[src/rtl/loop_nest_agu.sv]
// Three-level nested-loop address generator: emits (i, j, k, addr) beats in
// row-major order with a valid/ready handshake, using only incremental adds.
module loop_nest_agu #(
  parameter int W = 32
) (
  input  logic         clk,
  input  logic         rstn,
  input  logic         start,
  input  logic         abort,
  input  logic [W-1:0] bound_i,
  input  logic [W-1:0] bound_j,
  input  logic [W-1:0] bound_k,
  input  logic [W-1:0] base,
  input  logic [W-1:0] stride_i,
  input  logic [W-1:0] stride_j,
  input  logic         out_ready,
  output logic         out_valid,
  output logic [W-1:0] idx_i,
  output logic [W-1:0] idx_j,
  output logic [W-1:0] idx_k,
  output logic [W-1:0] addr,
  output logic         last,
  output logic         busy,
  output logic         done
);

  localparam logic [W-1:0] ONE = W'(1);

  typedef enum logic [1:0] {
    S_IDLE = 2'd0,
    S_RUN  = 2'd1,
    S_DONE = 2'd2
  } state_t;

  state_t       state_q, state_d;
  logic [W-1:0] bi_q, bi_d;
  logic [W-1:0] bj_q, bj_d;
  logic [W-1:0] bk_q, bk_d;
  logic [W-1:0] si_q, si_d;
  logic [W-1:0] sj_q, sj_d;
  logic [W-1:0] i_q, i_d;
  logic [W-1:0] j_q, j_d;
  logic [W-1:0] k_q, k_d;
  logic [W-1:0] row_q, row_d;
  logic [W-1:0] col_q, col_d;
  logic [W-1:0] addr_q, addr_d;

  logic         i_end, j_end, k_end;
  logic         all_nz;
  logic [W-1:0] next_col;
  logic [W-1:0] next_row;

  assign i_end    = (i_q == bi_q - ONE);
  assign j_end    = (j_q == bj_q - ONE);
  assign k_end    = (k_q == bk_q - ONE);
  assign all_nz   = (|bound_i) & (|bound_j) & (|bound_k);
  // row_q is the address of (i,0,0); col_q is the address of (i,j,0).
  assign next_col = col_q + sj_q;
  assign next_row = row_q + si_q;

  always_comb begin
    state_d = state_q;
    bi_d    = bi_q;
    bj_d    = bj_q;
    bk_d    = bk_q;
    si_d    = si_q;
    sj_d    = sj_q;
    i_d     = i_q;
    j_d     = j_q;
    k_d     = k_q;
    row_d   = row_q;
    col_d   = col_q;
    addr_d  = addr_q;
    case (state_q)
      S_IDLE: begin
        if (start) begin
          if (all_nz) begin
            bi_d    = bound_i;
            bj_d    = bound_j;
            bk_d    = bound_k;
            si_d    = stride_i;
            sj_d    = stride_j;
            i_d     = '0;
            j_d     = '0;
            k_d     = '0;
            row_d   = base;
            col_d   = base;
            addr_d  = base;
            state_d = S_RUN;
          end else begin
            state_d = S_DONE;
          end
        end
      end
      S_RUN: begin
        // out_valid is always high in RUN, so out_ready alone means acceptance.
        if (abort) begin
          state_d = S_IDLE;
        end else if (out_ready) begin
          if (!k_end) begin
            k_d    = k_q + ONE;
            addr_d = addr_q + ONE;
          end else if (!j_end) begin
            k_d    = '0;
            j_d    = j_q + ONE;
            col_d  = next_col;
            addr_d = next_col;
          end else if (!i_end) begin
            k_d    = '0;
            j_d    = '0;
            i_d    = i_q + ONE;
            row_d  = next_row;
            col_d  = next_row;
            addr_d = next_row;
          end else begin
            state_d = S_DONE;
          end
        end
      end
      S_DONE: begin
        state_d = S_IDLE;
      end
      default: begin
        state_d = S_IDLE;
      end
    endcase
  end

  always_ff @(posedge clk or negedge rstn) begin
    if (!rstn) begin
      state_q <= S_IDLE;
      bi_q    <= '0;
      bj_q    <= '0;
      bk_q    <= '0;
      si_q    <= '0;
      sj_q    <= '0;
      i_q     <= '0;
      j_q     <= '0;
      k_q     <= '0;
      row_q   <= '0;
      col_q   <= '0;
      addr_q  <= '0;
    end else begin
      state_q <= state_d;
      bi_q    <= bi_d;
      bj_q    <= bj_d;
      bk_q    <= bk_d;
      si_q    <= si_d;
      sj_q    <= sj_d;
      i_q     <= i_d;
      j_q     <= j_d;
      k_q     <= k_d;
      row_q   <= row_d;
      col_q   <= col_d;
      addr_q  <= addr_d;
    end
  end

  assign out_valid = (state_q == S_RUN);
  assign busy      = (state_q == S_RUN);
  assign done      = (state_q == S_DONE);
  assign last      = out_valid & i_end & j_end & k_end;
  assign idx_i     = i_q;
  assign idx_j     = j_q;
  assign idx_k     = k_q;
  assign addr      = addr_q;

endmodule

[config.mk]
export PLATFORM = sky130hd
export DESIGN_NAME = loop_nest_agu
export DESIGN_NICKNAME = d
export VERILOG_FILES = /design/src/rtl/loop_nest_agu.sv
export SDC_FILE = /design/constraint.sdc
export NUM_CORES = 1
export LEC_CHECK = 0
export ABC_AREA = 1
export ABC_CLOCK_PERIOD_IN_PS = 8300
export CORE_MARGIN = 5
export CORE_UTILIZATION = 55
export CTS_CLUSTER_DIAMETER = 60
export DETAILED_ROUTE_END_ITERATION = 10
export PLACE_DENSITY_LB_ADDON = 0.25
export SYNTH_ARGS = -nofsm -noshare
export SYNTH_HDL_FRONTEND = slang
export SYNTH_SLANG_ARGS = --single-unit
[constraint.sdc]
create_clock -name clk -period 8.3 [get_ports clk]
set_input_delay 1.245 -clock clk [delete_from_list [all_inputs] [get_ports clk]]
set_output_delay 1.245 -clock clk [all_outputs]
set_load 0.02 [all_outputs]
==> flow_summary_export.csv <==
group,metric,value,unit
place,gp_congestion,1.02,
global_routing,grt_first_pass_wirelength,159000,µm
route,viasPerCell,5.73,
worst_setup_path,arrival,4.56,ns
clock_network,cts-htree-levels,2,
worst_setup_path,path_class,"reg -> out",
logic_synthesis,syn_area,28800,µm²
clock_network,ctsHoldBuffers,0,
timing,timing.fmax,0.172,GHz
worst_setup_path,start_kind,"register",
logic_synthesis,syn_nets,4760,
global_routing,grt_pass1_vias,29100,
floorplanning,fp.dieW,239,µm
floorplanning,dieArea,57000,µm²
layout,fill_cells,4829,
worst_setup_path,crit_fanout,20,
layout,layout.nets,4975,
floorplanning,initial_core_util,55.8,%
min_path,holdCritStartpoint,"row_q[18]",
timing,slew_viol_final,0,
worst_setup_path,crit_start,"bk_q[0]",
floorplanning,coreArea,51600,µm²
global_routing,gr-total-overflow,0,
timing,relSlewSlack,20.5,%
clock_network,cts-resized-gates,0,
route,wl_per_cell,18.8,µm
layout,antenna_cells,0,
logic_synthesis,yosys_most_used_dff,"dfrtp_1",
floorplanning,rows,83,
timing,hold_viol,0,
clock_network,cts_tree,"built",
route,drt-initial-drc-count,2811,
logic_synthesis,synth_edf_count,0,
floorplanning,ios,329,
logic_synthesis,ys_ff_latch,354,
timing,setup_viol,0,
timing,worstMarginPinSlew,1.19,ns
place,dpl-instance-area,32200,µm²
layout,drive_above_1_share,3.06,%
clock_network,clk_latency,0.60,ns
worst_setup_path,end_kind,"primary output",
timing,clock_skew,0.0167,ns
logic_synthesis,synth-seq-area-share,30.8,%
route,vias,31100,
layout,fin_area,33700,µm²
global_routing,grt_max_degree,228,
floorplanning,die_y,239,µm
logic_synthesis,synth_cell_types,48,
clock_network,clkSlewWorstSetupHoldPaths,0.06,ns
logic_synthesis,synth_top_area_share,30.8,%
place,dp_hpwl,78300,µm
logic_synthesis,synth_area_per_cell,6.41,µm²
worst_setup_path,r2r-start,"bj_q[0]",
route,drt-pass1-iter-count,6,
timing,fin_crit,5.80,ns
worst_setup_path,r2r_setup_slack,2.62,ns
place,place_ws,2.68,ns
power_and_ir_drop,ir_worst_vdd,0.000320,V
logic_synthesis,yosysTopAreaCell,"dfrtp_1",
timing,layout_setup_ws,2.50,ns
clock_network,post_cts_buffers,0,
clock_network,cts_buffers,47,
route,drc,0,
flow_run,max_cap_violations,0,
logic_synthesis,synthArstFlopShare,100,%
timing,finalCritPeriodShare,69.9,%
place,io_buffers,328,
worst_setup_path,cp.required,7.05,ns
route,drt-total-wl,102000,µm
clock_network,ctsRootBufferMaster,"clkbuf_16",
min_path,hp-class,"reg -> reg",
power_and_ir_drop,power_leakage,16.6,nW
logic_synthesis,ys_top_cells_by_area,"dfrtp_1 (31%), nand2_1 (22%), nand4_1 (7.0%)",
logic_synthesis,yosysWarnings,0,
clock_network,cts.sinks,354,
power_and_ir_drop,power.density,346,nW/µm²
global_routing,antenna_found_initial,0,
route,ant_nets,0,
timing,fin_tns_setup,0,ns
global_routing,grt_usage,34.6,%
timing,rsz0062_at_grt,"false",
layout,areaGrowthSynthToFinish,17.1,%
clock_network,cts_buffer_depth,3,
logic_synthesis,synth_cells,4492,
outcome,status,"complete, no violations",
## layer usage
metal  part of all wire, %  track usage [%]  up-vias  wire length, µm
li1                      -                -    15100                -
met1                    41             46.3    14400            42400
met4                   4.2             13.7        0             4290
met2                    45             55.9     1367            46300
met3                   9.0             6.33      233             9210
met5                     0                0        -                0
## flip-flops by register name (all words and copies together), names as in the netlist
name and count:
idx_k 32, col_q 32, row_q 32, bi_q 32, addr 32, bj_q 32
idx_i 32, state_q 2, idx_j 32, si_q 32, bk_q 32, sj_q 32
## area by class of cell
| cell class | instances | area [µm²] | area share [%] |
|---|---|---|---|
| Multi-Input combinational cell | 3558 | 17500 | 51.9 |
| Sequential cell | 354 | 8860 | 26.3 |
| Timing Repair Buffer | 348 | 3460 | 10.3 |
| Inverter | 398 | 1500 | 4.45 |
| Clock buffer | 60 | 1300 | 3.85 |
| Tap cell | 680 | 851 | 2.52 |
| Clock inverter | 27 | 238 | 0.705 |
## power breakdown
| group | internal (mW) | switching [mW] |
|---|---|---|
| Combinational | 2.09 | 4.58 |
| Sequential | 2.27 | 0.695 |
| Clock | 1.15 | 0.855 |
## final timing paths
| check | cells past startpoint | end |
|---|---|---|
| min reg2reg | 2 | row_q[18] |
| max in group asynchronous | 2 | bk_q[18] |
| min in group asynchronous | 1 | idx_i[25] |
| max | 16 | last |
| max reg2reg | 18 | bk_q[22] |
| min | 2 | row_q[18] |
## placed cells by master (no fill, tap or decap), types with 4 or more instances in the layout
| cell type | Yosys | layout |
|---|---|---|
| a21boi_0 | 29 | 29 |
| a21o_1 | 8 | 8 |
| a21oi_1 | 91 | 91 |
| and3_1 | 5 | 5 |
| buf_4 | 14 | 18 |
| clkbuf_1 | 76 | 7 |
| clkbuf_16 | 0 | 48 |
| clkbuf_8 | 0 | 5 |
| clkdlybuf4s50_1 | 0 | 327 |
| clkinv_2 | 0 | 9 |
| clkinv_4 | 0 | 7 |
| dfrtp_1 | 354 | 354 |
| ha_1 | 69 | 69 |
| inv_1 | 391 | 391 |
| inv_2 | 6 | 6 |
| inv_8 | 0 | 5 |
| nand2_1 | 1669 | 1668 |
| nand3_1 | 246 | 245 |
| nand3_2 | 5 | 4 |
| nand3_4 | 2 | 4 |
| nand3b_1 | 39 | 39 |
| nand4_1 | 323 | 323 |
| nor2_1 | 455 | 451 |
| nor2_2 | 9 | 12 |
| nor3_1 | 93 | 93 |
| nor3b_1 | 8 | 8 |
| nor4_1 | 39 | 39 |
| o21ai_0 | 168 | 168 |
| o21ai_1 | 9 | 9 |
| o21bai_1 | 16 | 16 |
| or2_2 | 11 | 11 |
| xnor2_1 | 82 | 82 |
| xor2_1 | 157 | 157 |
## cells in the mapped netlist (3+ instances only)
| library cell | number |
|---|---|
| a21boi_0 | 29 |
| inv_1 | 391 |
| buf_6 | 20 |
| nor3_1 | 93 |
| nor4_1 | 39 |
| o21ai_0 | 168 |
| a21o_1 | 8 |
| nand3_2 | 5 |
| buf_1 | 6 |
| o21a_1 | 3 |
| or2_2 | 11 |
| nor2_2 | 9 |
| clkbuf_1 | 76 |
| and2_1 | 3 |
| xnor2_1 | 82 |
| nand4_1 | 323 |
| nand3_1 | 246 |
| inv_2 | 6 |
| nand2_1 | 1669 |
| and3_1 | 5 |
| nor3b_1 | 8 |
| buf_2 | 64 |
| o211ai_1 | 3 |
| o21ai_1 | 9 |
| nand3b_1 | 39 |
| ha_1 | 69 |
| xor2_1 | 157 |
| dfrtp_1 | 354 |
| a21oi_1 | 91 |
| nor2_1 | 455 |
| o21bai_1 | 16 |
| buf_4 | 14 |
## stage by stage
step	util (%)	hold WS, ns	power (mW)	std cells
finish	65.3	0.476	11.6	5425
detailed placement	62.3	0.463	9.47	5338
floorplan	-	0.446	7.58	4492
CTS	65.3	0.477	11.5	5425
global route	65.3	0.497	12.6	5425
global placement	62.3	0.458	9.40	5338
## worst max-delay path: stages (launching register included)
cell and delay (ns):
dfrtp_1 0.41, inv_1 0.14, ha_1 0.22, nand2_1 0.10, nor2_1 0.18, nand3_1 0.20, nor2_1 0.31, nand3_1 0.12
nand2_1 0.10, nand2_1 0.06, nor2_1 0.09, nand2_1 0.06, nor2_1 0.15, nand3_1 0.10, buf_4 0.23, nor4_1 0.71
clkdlybuf4s50_1 0.76
## cell families (layout without fill, tap and decap cells)
kind of cell	Yosys count	in the layout	synth area share, %
buffers and inverters	580	833	8.59
AND/OR/NAND/NOR	2914	2914	43.8
adder cells (fa/ha/maj)	71	71	3.14
flip-flops	354	354	30.8
XOR/XNOR	239	239	7.27
AO/OA/AOI/OAI	334	334	6.42
Note: power is estimated with default switching activity, not from simulation.
==> patch: new RTL, same settings <==
Take the reset off `sj_q` and load it in a clocked block of its own.
--- a/src/rtl/loop_nest_agu.sv
+++ b/src/rtl/loop_nest_agu.sv
@@ -134,5 +134,4 @@
       bk_q    <= '0;
       si_q    <= '0;
-      sj_q    <= '0;
       i_q     <= '0;
       j_q     <= '0;
@@ -147,5 +146,4 @@
       bk_q    <= bk_d;
       si_q    <= si_d;
-      sj_q    <= sj_d;
       i_q     <= i_d;
       j_q     <= j_d;
@@ -155,4 +153,8 @@
       addr_q  <= addr_d;
     end
+  end
+
+  always_ff @(posedge clk) begin
+    sj_q <= sj_d;
   end
 
Function: not settled (the Yosys comparison gave no result); the edit may change what the design does.
==> patch against the original RTL <==
  * Non-clock buffer count unchanged
  * Sequential cell count did not move
  * Area after synthesis is 3.6% lower
  * Routed wire length decreased by 7.5%
  * Register-to-register slack better by 0.36 ns
  * Final area down 2.7%
  * Total power decreased by 3.0%
  * First-iteration DRC count rose by 13%
  * Core utilization is 0.21 points higher
  * Setup slack improved by 0.49 ns
  * Clock power is 3% lower
  * Final cell count is 4.5% lower
  * Die area shrank 3.4%
==> patch: results <==
[outcome]
status = "complete, no violations"

[route]
routed_wl_um = 94500
routedWlPerCell_um = 18.2

[global_routing]
grt_max_degree = 106
use_met2 = 0.541
met1_usage = 0.436
antenna_found_initial = 10
use_met3 = 0.0585

[power_and_ir_drop]
comb-power_mw = 6.32

[final_layout]
regArea_sq_um = 9020
num-multi-input-gates = 3308
fillers = 4763
drive_above_1_share = 0.0357
multi_input_area_sq_um = 16500

[floorplan]
die_w_um = 235

[timing]
tightest_slew_ns = 1.11
skew_ns = 0.0207

[placed_design]
placed_cells = 5100
gp_congestion = 1.00
dpl.hpwl_um = 71200

[synthesis]
synthArstFlopShare = 0.910
synth-edff-count = 32
synth_cells = 4222
syn-num-nets = 4490

[min_path]
hold_end = "col_q[0]$_DFFE_PN0P_"
hp-start = "col_q[0]$_DFFE_PN0P_"

[worst_setup_path]
end_kind = "register"
arrival_ns = 5.84
crit_fanout = 102
rr_worst_depth = 19
## patch: cell count changes in the layout (fill, tap and decap cells not counted), moves of 22 or more
cell / delta
nor3_1: +33
nor2_1: -35
o21ai_0: +54
dfrtp_1: -32
xor2_1: +22
nand2_1: -205
o21ai_1: +40
nand4_1: -129
edfxtp_1: +32
## patch: worst max-delay path: stages, from the launching register on
cell and delay, ns:
dfrtp_1 0.41, inv_1 0.13, ha_1 0.27, nand3_4 0.15, nor2_8 0.16, nand3_4 0.12, nor2_1 0.20, nand2_1 0.07
nand2_1 0.14, nand2_1 0.07, nor2_1 0.09, nand3_1 0.36, nor2_4 0.91, nor2_4 0.11, nor2_4 0.19, nand2_8 0.31
clkinv_2 0.84, buf_4 0.47, nand2_1 0.09, nand2_1 0.08
## patch: logic make-up after synthesis
logic type	after synthesis	share of synthesized area
xor gates and xnor gates	249	0.0796
adders and majority gates	71	0.0326
and+or+nand+nor	2563	0.398
DFF	354	0.325
buffers and inverters	560	0.0820
AOI/OAI and AO/OA	425	0.0828
